## src/rtl/multi_cycle_ctrl_pkg.sv

```systemverilog
// Shared constants for the multi-cycle RV32I control unit: FSM state
// encodings, opcode values, mux-select encodings and the reset IR value.
package multi_cycle_ctrl_pkg;

    localparam int unsigned XLEN      = 32;
    localparam int unsigned STATE_W   = 3;
    localparam int unsigned OPC_W     = 7;
    localparam int unsigned IMM_SEL_W = 3;
    localparam int unsigned PC_SEL_W  = 2;
    localparam int unsigned WB_SEL_W  = 2;
    localparam int unsigned REG_W     = 5;

    typedef enum logic [STATE_W-1:0] {
        ST_FETCH  = 3'd0,
        ST_DECODE = 3'd1,
        ST_EXEC   = 3'd2,
        ST_MEM    = 3'd3,
        ST_WB     = 3'd4,
        ST_TRAP   = 3'd5
    } state_t;

    localparam logic [OPC_W-1:0] OPC_LUI    = 7'b0110111;
    localparam logic [OPC_W-1:0] OPC_AUIPC  = 7'b0010111;
    localparam logic [OPC_W-1:0] OPC_JAL    = 7'b1101111;
    localparam logic [OPC_W-1:0] OPC_JALR   = 7'b1100111;
    localparam logic [OPC_W-1:0] OPC_BRANCH = 7'b1100011;
    localparam logic [OPC_W-1:0] OPC_LOAD   = 7'b0000011;
    localparam logic [OPC_W-1:0] OPC_STORE  = 7'b0100011;
    localparam logic [OPC_W-1:0] OPC_OP_IMM = 7'b0010011;
    localparam logic [OPC_W-1:0] OPC_OP     = 7'b0110011;

    localparam logic [IMM_SEL_W-1:0] IMM_I = 3'd0;
    localparam logic [IMM_SEL_W-1:0] IMM_S = 3'd1;
    localparam logic [IMM_SEL_W-1:0] IMM_B = 3'd2;
    localparam logic [IMM_SEL_W-1:0] IMM_U = 3'd3;
    localparam logic [IMM_SEL_W-1:0] IMM_J = 3'd4;

    localparam logic [PC_SEL_W-1:0] PC_PLUS4  = 2'd0;
    localparam logic [PC_SEL_W-1:0] PC_REL    = 2'd1;
    localparam logic [PC_SEL_W-1:0] PC_RS1IMM = 2'd2;

    localparam logic [WB_SEL_W-1:0] WB_ALU = 2'd0;
    localparam logic [WB_SEL_W-1:0] WB_MEM = 2'd1;
    localparam logic [WB_SEL_W-1:0] WB_PC4 = 2'd2;

    // addi x0,x0,0
    localparam logic [XLEN-1:0] RESET_IR_DEFAULT = 32'h00000013;

endpackage

```

## src/rtl/multi_cycle_ctrl_decode.sv

```systemverilog
// Combinational opcode decode for the multi-cycle controller.
// Ports:
//   opcode_i    - ir[6:0]
//   legal_o     - opcode is one of the nine supported base opcodes
//   is_branch_o, is_load_o, is_store_o, is_jal_o, is_jalr_o - class flags
//   imm_sel_o   - immediate format (I/S/B/U/J), I for anything unknown
module multi_cycle_ctrl_decode
    import multi_cycle_ctrl_pkg::*;
(
    input  logic [OPC_W-1:0]     opcode_i,
    output logic                 legal_o,
    output logic                 is_branch_o,
    output logic                 is_load_o,
    output logic                 is_store_o,
    output logic                 is_jal_o,
    output logic                 is_jalr_o,
    output logic [IMM_SEL_W-1:0] imm_sel_o
);

    // Opcode classification and immediate format
    always_comb begin
        legal_o     = 1'b0;
        is_branch_o = 1'b0;
        is_load_o   = 1'b0;
        is_store_o  = 1'b0;
        is_jal_o    = 1'b0;
        is_jalr_o   = 1'b0;
        imm_sel_o   = IMM_I;
        case (opcode_i)
            OPC_LUI, OPC_AUIPC: begin
                legal_o   = 1'b1;
                imm_sel_o = IMM_U;
            end
            OPC_JAL: begin
                legal_o   = 1'b1;
                is_jal_o  = 1'b1;
                imm_sel_o = IMM_J;
            end
            OPC_JALR: begin
                legal_o   = 1'b1;
                is_jalr_o = 1'b1;
            end
            OPC_BRANCH: begin
                legal_o     = 1'b1;
                is_branch_o = 1'b1;
                imm_sel_o   = IMM_B;
            end
            OPC_LOAD: begin
                legal_o   = 1'b1;
                is_load_o = 1'b1;
            end
            OPC_STORE: begin
                legal_o    = 1'b1;
                is_store_o = 1'b1;
                imm_sel_o  = IMM_S;
            end
            OPC_OP_IMM, OPC_OP: begin
                legal_o = 1'b1;
            end
            default: begin
                legal_o = 1'b0;
            end
        endcase
    end

endmodule

```

## src/rtl/multi_cycle_ctrl.sv

```systemverilog
// Multi-cycle RV32I sequencing controller: FETCH -> DECODE -> EXEC ->
// (MEM) -> (WB) -> FETCH, with a sticky TRAP state for illegal opcodes.
// Ports:
//   clk, reset              - clock, asynchronous active-high reset
//   io_imem_req/ack, io_instr - instruction fetch handshake and data
//   io_dmem_req/wen/ack     - data access handshake (wen=1 store)
//   io_ir                   - latched instruction word
//   io_imm_sel              - immediate format for io_ir
//   io_br_taken             - branch comparator result (used in EXEC)
//   io_pc_wen, io_pc_sel    - PC update strobe and source
//   io_rf_wen, io_wb_sel    - register write strobe and source
//   io_illegal              - sticky illegal-opcode flag
//   io_state                - current state encoding
module multi_cycle_ctrl
    import multi_cycle_ctrl_pkg::*;
#(
    parameter logic [XLEN-1:0] RESET_IR = RESET_IR_DEFAULT
) (
    input  logic                 clk,
    input  logic                 reset,
    output logic                 io_imem_req,
    input  logic                 io_imem_ack,
    input  logic [XLEN-1:0]      io_instr,
    output logic                 io_dmem_req,
    output logic                 io_dmem_wen,
    input  logic                 io_dmem_ack,
    output logic [XLEN-1:0]      io_ir,
    output logic [IMM_SEL_W-1:0] io_imm_sel,
    input  logic                 io_br_taken,
    output logic                 io_pc_wen,
    output logic [PC_SEL_W-1:0]  io_pc_sel,
    output logic                 io_rf_wen,
    output logic [WB_SEL_W-1:0]  io_wb_sel,
    output logic                 io_illegal,
    output logic [STATE_W-1:0]   io_state
);

    state_t            state_q, state_d;
    logic [XLEN-1:0]   ir_q, ir_d;
    logic              illegal_q, illegal_d;

    logic              dec_legal, dec_branch, dec_load, dec_store, dec_jal, dec_jalr;
    logic              rd_nz;

    logic              imem_req_c, dmem_req_c, dmem_wen_c, pc_wen_c, rf_wen_c;
    logic [PC_SEL_W-1:0] pc_sel_c;
    logic [WB_SEL_W-1:0] wb_sel_c;

    multi_cycle_ctrl_decode u_decode (
        .opcode_i    (ir_q[OPC_W-1:0]),
        .legal_o     (dec_legal),
        .is_branch_o (dec_branch),
        .is_load_o   (dec_load),
        .is_store_o  (dec_store),
        .is_jal_o    (dec_jal),
        .is_jalr_o   (dec_jalr),
        .imm_sel_o   (io_imm_sel)
    );

    assign rd_nz = |ir_q[11:7];

    // State, instruction and sticky-flag registers
    always_ff @(posedge clk or posedge reset) begin
        if (reset) begin
            state_q   <= ST_FETCH;
            ir_q      <= RESET_IR;
            illegal_q <= 1'b0;
        end else begin
            state_q   <= state_d;
            ir_q      <= ir_d;
            illegal_q <= illegal_d;
        end
    end

    // Next-state and control outputs
    always_comb begin
        state_d    = state_q;
        ir_d       = ir_q;
        illegal_d  = illegal_q;
        imem_req_c = 1'b0;
        dmem_req_c = 1'b0;
        dmem_wen_c = 1'b0;
        pc_wen_c   = 1'b0;
        pc_sel_c   = PC_PLUS4;
        rf_wen_c   = 1'b0;
        wb_sel_c   = WB_ALU;
        case (state_q)
            ST_FETCH: begin
                imem_req_c = 1'b1;
                if (io_imem_ack) begin
                    ir_d    = io_instr;
                    state_d = ST_DECODE;
                end
            end
            ST_DECODE: begin
                if (dec_legal) begin
                    state_d = ST_EXEC;
                end else begin
                    illegal_d = 1'b1;
                    state_d   = ST_TRAP;
                end
            end
            ST_EXEC: begin
                if (dec_branch) begin
                    pc_wen_c = 1'b1;
                    pc_sel_c = io_br_taken ? PC_REL : PC_PLUS4;
                    state_d  = ST_FETCH;
                end else if (dec_load || dec_store) begin
                    state_d = ST_MEM;
                end else begin
                    state_d = ST_WB;
                end
            end
            ST_MEM: begin
                dmem_req_c = 1'b1;
                dmem_wen_c = dec_store;
                if (io_dmem_ack) begin
                    if (dec_store) begin
                        pc_wen_c = 1'b1;
                        state_d  = ST_FETCH;
                    end else begin
                        state_d = ST_WB;
                    end
                end
            end
            ST_WB: begin
                pc_wen_c = 1'b1;
                pc_sel_c = dec_jal ? PC_REL : (dec_jalr ? PC_RS1IMM : PC_PLUS4);
                wb_sel_c = dec_load ? WB_MEM : ((dec_jal || dec_jalr) ? WB_PC4 : WB_ALU);
                rf_wen_c = rd_nz;
                state_d  = ST_FETCH;
            end
            ST_TRAP: begin
                state_d = ST_TRAP;
            end
            default: begin
                state_d = ST_FETCH;
            end
        endcase
    end

    // Requests and strobes drop combinationally while reset is held
    assign io_imem_req = imem_req_c & ~reset;
    assign io_dmem_req = dmem_req_c & ~reset;
    assign io_dmem_wen = dmem_wen_c & ~reset;
    assign io_pc_wen   = pc_wen_c   & ~reset;
    assign io_rf_wen   = rf_wen_c   & ~reset;
    assign io_pc_sel   = pc_sel_c;
    assign io_wb_sel   = wb_sel_c;
    assign io_ir       = ir_q;
    assign io_illegal  = illegal_q;
    assign io_state    = STATE_W'(state_q);

endmodule

```

## config.mk

```make
export PLATFORM = sky130hd
export DESIGN_NAME = multi_cycle_ctrl
export DESIGN_NICKNAME = d
export VERILOG_FILES = /design/src/rtl/multi_cycle_ctrl_pkg.sv /design/src/rtl/multi_cycle_ctrl_decode.sv /design/src/rtl/multi_cycle_ctrl.sv
export SDC_FILE = /design/constraint.sdc
export NUM_CORES = 1
export LEC_CHECK = 0
export ABC_AREA = 1
export CAP_MARGIN = 20
export CORE_AREA = 4 4 74 76
export DETAILED_ROUTE_END_ITERATION = 8
export DIE_AREA = 0 0 78 80
export GPL_ROUTABILITY_DRIVEN = 0
export HOLD_SLACK_MARGIN = 0.02
export PLACE_DENSITY = 0.82
export SYNTH_ARGS = -nofsm -noshare
export SYNTH_HDL_FRONTEND = slang
export SYNTH_SLANG_ARGS = --single-unit
```

## constraint.sdc

```tcl
create_clock -name clk -period 2.5 [get_ports clk]
set_input_delay 0.75 -clock clk [delete_from_list [all_inputs] [get_ports clk]]
set_output_delay 0.75 -clock clk [all_outputs]
set_load 0.1 [all_outputs]
```

==> flow_metrics.py <==
metrics = {
    "yosys": {
        "seq_area_frac_synth": 0.536,
        "netlist_area_um2": 1690,
        "ys_ff_latch": 36,
        "synth_cell_types": 18,
        "avgSynthCellArea_um2": 10.1,
        "syn_inst": 167,
        "syn_nets": 204,
        "yosysWarnings": 0,
    },
    "worst_setup_path": {
        "critPathCaptureType": "output pin",
        "path_class": "reg -> out",
        "cp_slowest_cell": "dfstp_4",
        "start_kind": "register",
        "critPathBufInv": 4,
        "slowest_delay_ns": 0.64,
        "worstPathCellList": "nand2_4 > inv_2 > nand2_2 > nor2_4 > inv_2 > o21ai_2 > o21ai_2 > inv_4 > buf_12",
        "cp.arrival_ns": 1.72,
        "critPathRequiredTime_ns": 1.75,
        "critPathMaxFanout": 4,
        "critPathTopFamily": "flip-flops",
    },
    "timing": {
        "fin_crit_ns": 2.47,
        "fin_crit_sh": 0.989,
        "finalClockSkew_ns": 0.00651,
        "slew_headroom": 0.676,
        "rsz0062_at_grt": "yes",
        "hold_viol": 0,
        "timing.setup.tns_ns": 0,
        "finalWorstSetupSlack_ns": 0.0274,
        "setup_violations": 0,
        "drv_slew": 0,
        "worstMarginPinSlew_ns": 0.483,
        "max_freq_mhz": 404,
    },
    "die": {
        "die_area_um2": 6240,
        "num_rows": 25,
        "start_util": 0.357,
        "die_width_um": 78,
        "core-area_um2": 4720,
        "ios": 85,
        "die_h_um": 80,
    },
    "drt": {
        "dr.pass1.iters": 4,
        "drt_iter0_drc": 65,
        "vias": 1515,
        "wire_per_inst_um": 13.8,
        "avgViaCountPerCell": 4.55,
        "wirelength_um": 4600,
        "ant_nets": 0,
        "drc": 0,
    },
    "clock_network": {
        "cts_root_buffer": "clkbuf_8",
        "hold_buffers": 0,
        "clock_path_buffers": 2,
        "cts.clk_slew.worst_paths_ns": 0.07,
        "cts.sinks": 36,
        "h-tree-depth": 2,
        "cts_buffers": 5,
        "clkLatencyLatePin_ns": 0.28,
        "tritoncts": "built",
    },
    "finish": {
        "nets": 302,
        "final_cell_count_no_fill": 333,
        "syn_to_final_growth_pct": 83.1,
        "final_common_cell": "buf_4",
        "antenna_cells": 0,
        "mostFrequentLayoutCells": "42 x buf_4, 35 x clkdlybuf4s50_1, 23 x nand2_1",
        "layout-drive-gt1-share": 0.526,
    },
    "flow_run": {
        "maxCapViolations": 0,
    },
    "grt": {
        "antenna_found_initial": 0,
        "gr-total-overflow": 0,
        "grt_usage": 0.150,
        "grt_pass1_wl_um": 7380,
        "busiest_layer": "met2",
        "first_global_vias": 1514,
        "met3_usage": 0.0451,
        "grt_use_met1": 0.174,
        "use_met2": 0.273,
        "grt_start_max_net_pins": 39,
    },
    "placed_design": {
        "portBuffers": 84,
        "dp.cells": 321,
        "preCtsSetupSlack_ns": -0.0873,
        "dp_hpwl_um": 3510,
    },
    "outcome": {
        "status": "complete, no violations",
    },
    "min_path": {
        "hp-class": "reg -> reg",
    },
}
==> layer usage <==
| metal | part of all wire | vias up |
|---|---|---|
| met4 | 0.015 | 0 |
| met5 | 0 | - |
| met1 | 0.37 | 712 |
| met2 | 0.54 | 59 |
| li1 | - | 735 |
| met3 | 0.070 | 9 |
==> final cells by class <==
cell class / instances / area [µm²]
fillers: 370 / 1630
repair buffers: 95 / 1010
flip-flops and latches: 36 / 938
multi-input cells: 107 / 851
clock buffers: 7 / 96.3
inverters: 20 / 85.1
well taps: 67 / 83.8
clock inverters: 1 / 30.0
==> flip-flops by register name, summed over array words and instances (netlist names) <==
register / count
io_state: 3
io_ir: 32
io_illegal: 1
==> synth_stat cells <==
master    count  area [µm²]
buf_2         2        10.0
buf_6         2        22.5
nand2_1      32         120
nand3_1       5        25.0
nand3_2       1        10.0
nor3_1        4        20.0
o211ai_1      1        7.51
dfrtp_1      33         826
mux2_2       18         203
a311oi_1      1        8.76
inv_1        20        75.1
a21oi_1      11        55.1
o21ai_0       3        15.0
o22ai_1       1        6.26
nor2_1       21        78.8
mux2_4        8         120
nor2_2        1        6.26
dfstp_2       3        78.8
==> stage by stage <==
stage / hold slack (ns) / instance area [µm²] / util
after floorplan: 0.710 / 1860 / -
after global placement: 0.450 / 2880 / 0.611
after detailed placement: 0.453 / 2880 / 0.611
after CTS: 0.470 / 3040 / 0.644
after global routing: 0.507 / 3090 / 0.654
final: 0.470 / 3090 / 0.654
==> logic make-up (layout without fill, tap and decap cells) <==
family,count (synthesis),after routing,synth area share
AO/OA/AOI/OAI,17,17,0.0549
buffers and inverters,24,123,0.0637
flip-flops,36,36,0.536
multiplexers,26,26,0.191
AND/OR/NAND/NOR,64,64,0.154
==> worst register-to-register path, delay by kind of cell, from the launching register on <==
family	cells	cell delay [ns]
buf+inv	1	0.15
flops	1	0.64
simple gates	9	0.80
==> path summary, 6_finish.rpt <==
| path | from | slack (ns) | cells after the start | end |
|---|---|---|---|---|
| max in group asynchronous | reset | 1.30 | 3 | io_ir[5] |
| hold / removal | io_illegal | 0.47 | 2 | io_illegal |
| hold reg to reg | io_illegal | 0.47 | 2 | io_illegal |
| min in group asynchronous | reset | 0.83 | 3 | io_state[1] |
| setup reg to reg | io_ir[1] | 0.81 | 10 | io_state[0] |
| setup / recovery | io_ir[1] | 0.03 | 9 | io_pc_wen |
==> timing repair <==
| item | in CTS | in global routing |
|---|---|---|
| gates resized for setup | 6 | 10 |
| buffers inserted | 2 | 2 |
| pin swaps | 2 | 6 |
| setup endpoints to repair | 6 | 3 |
Power is not shown: default switching activity piles up to over one toggle a cycle in this logic, so the estimate is an artifact.
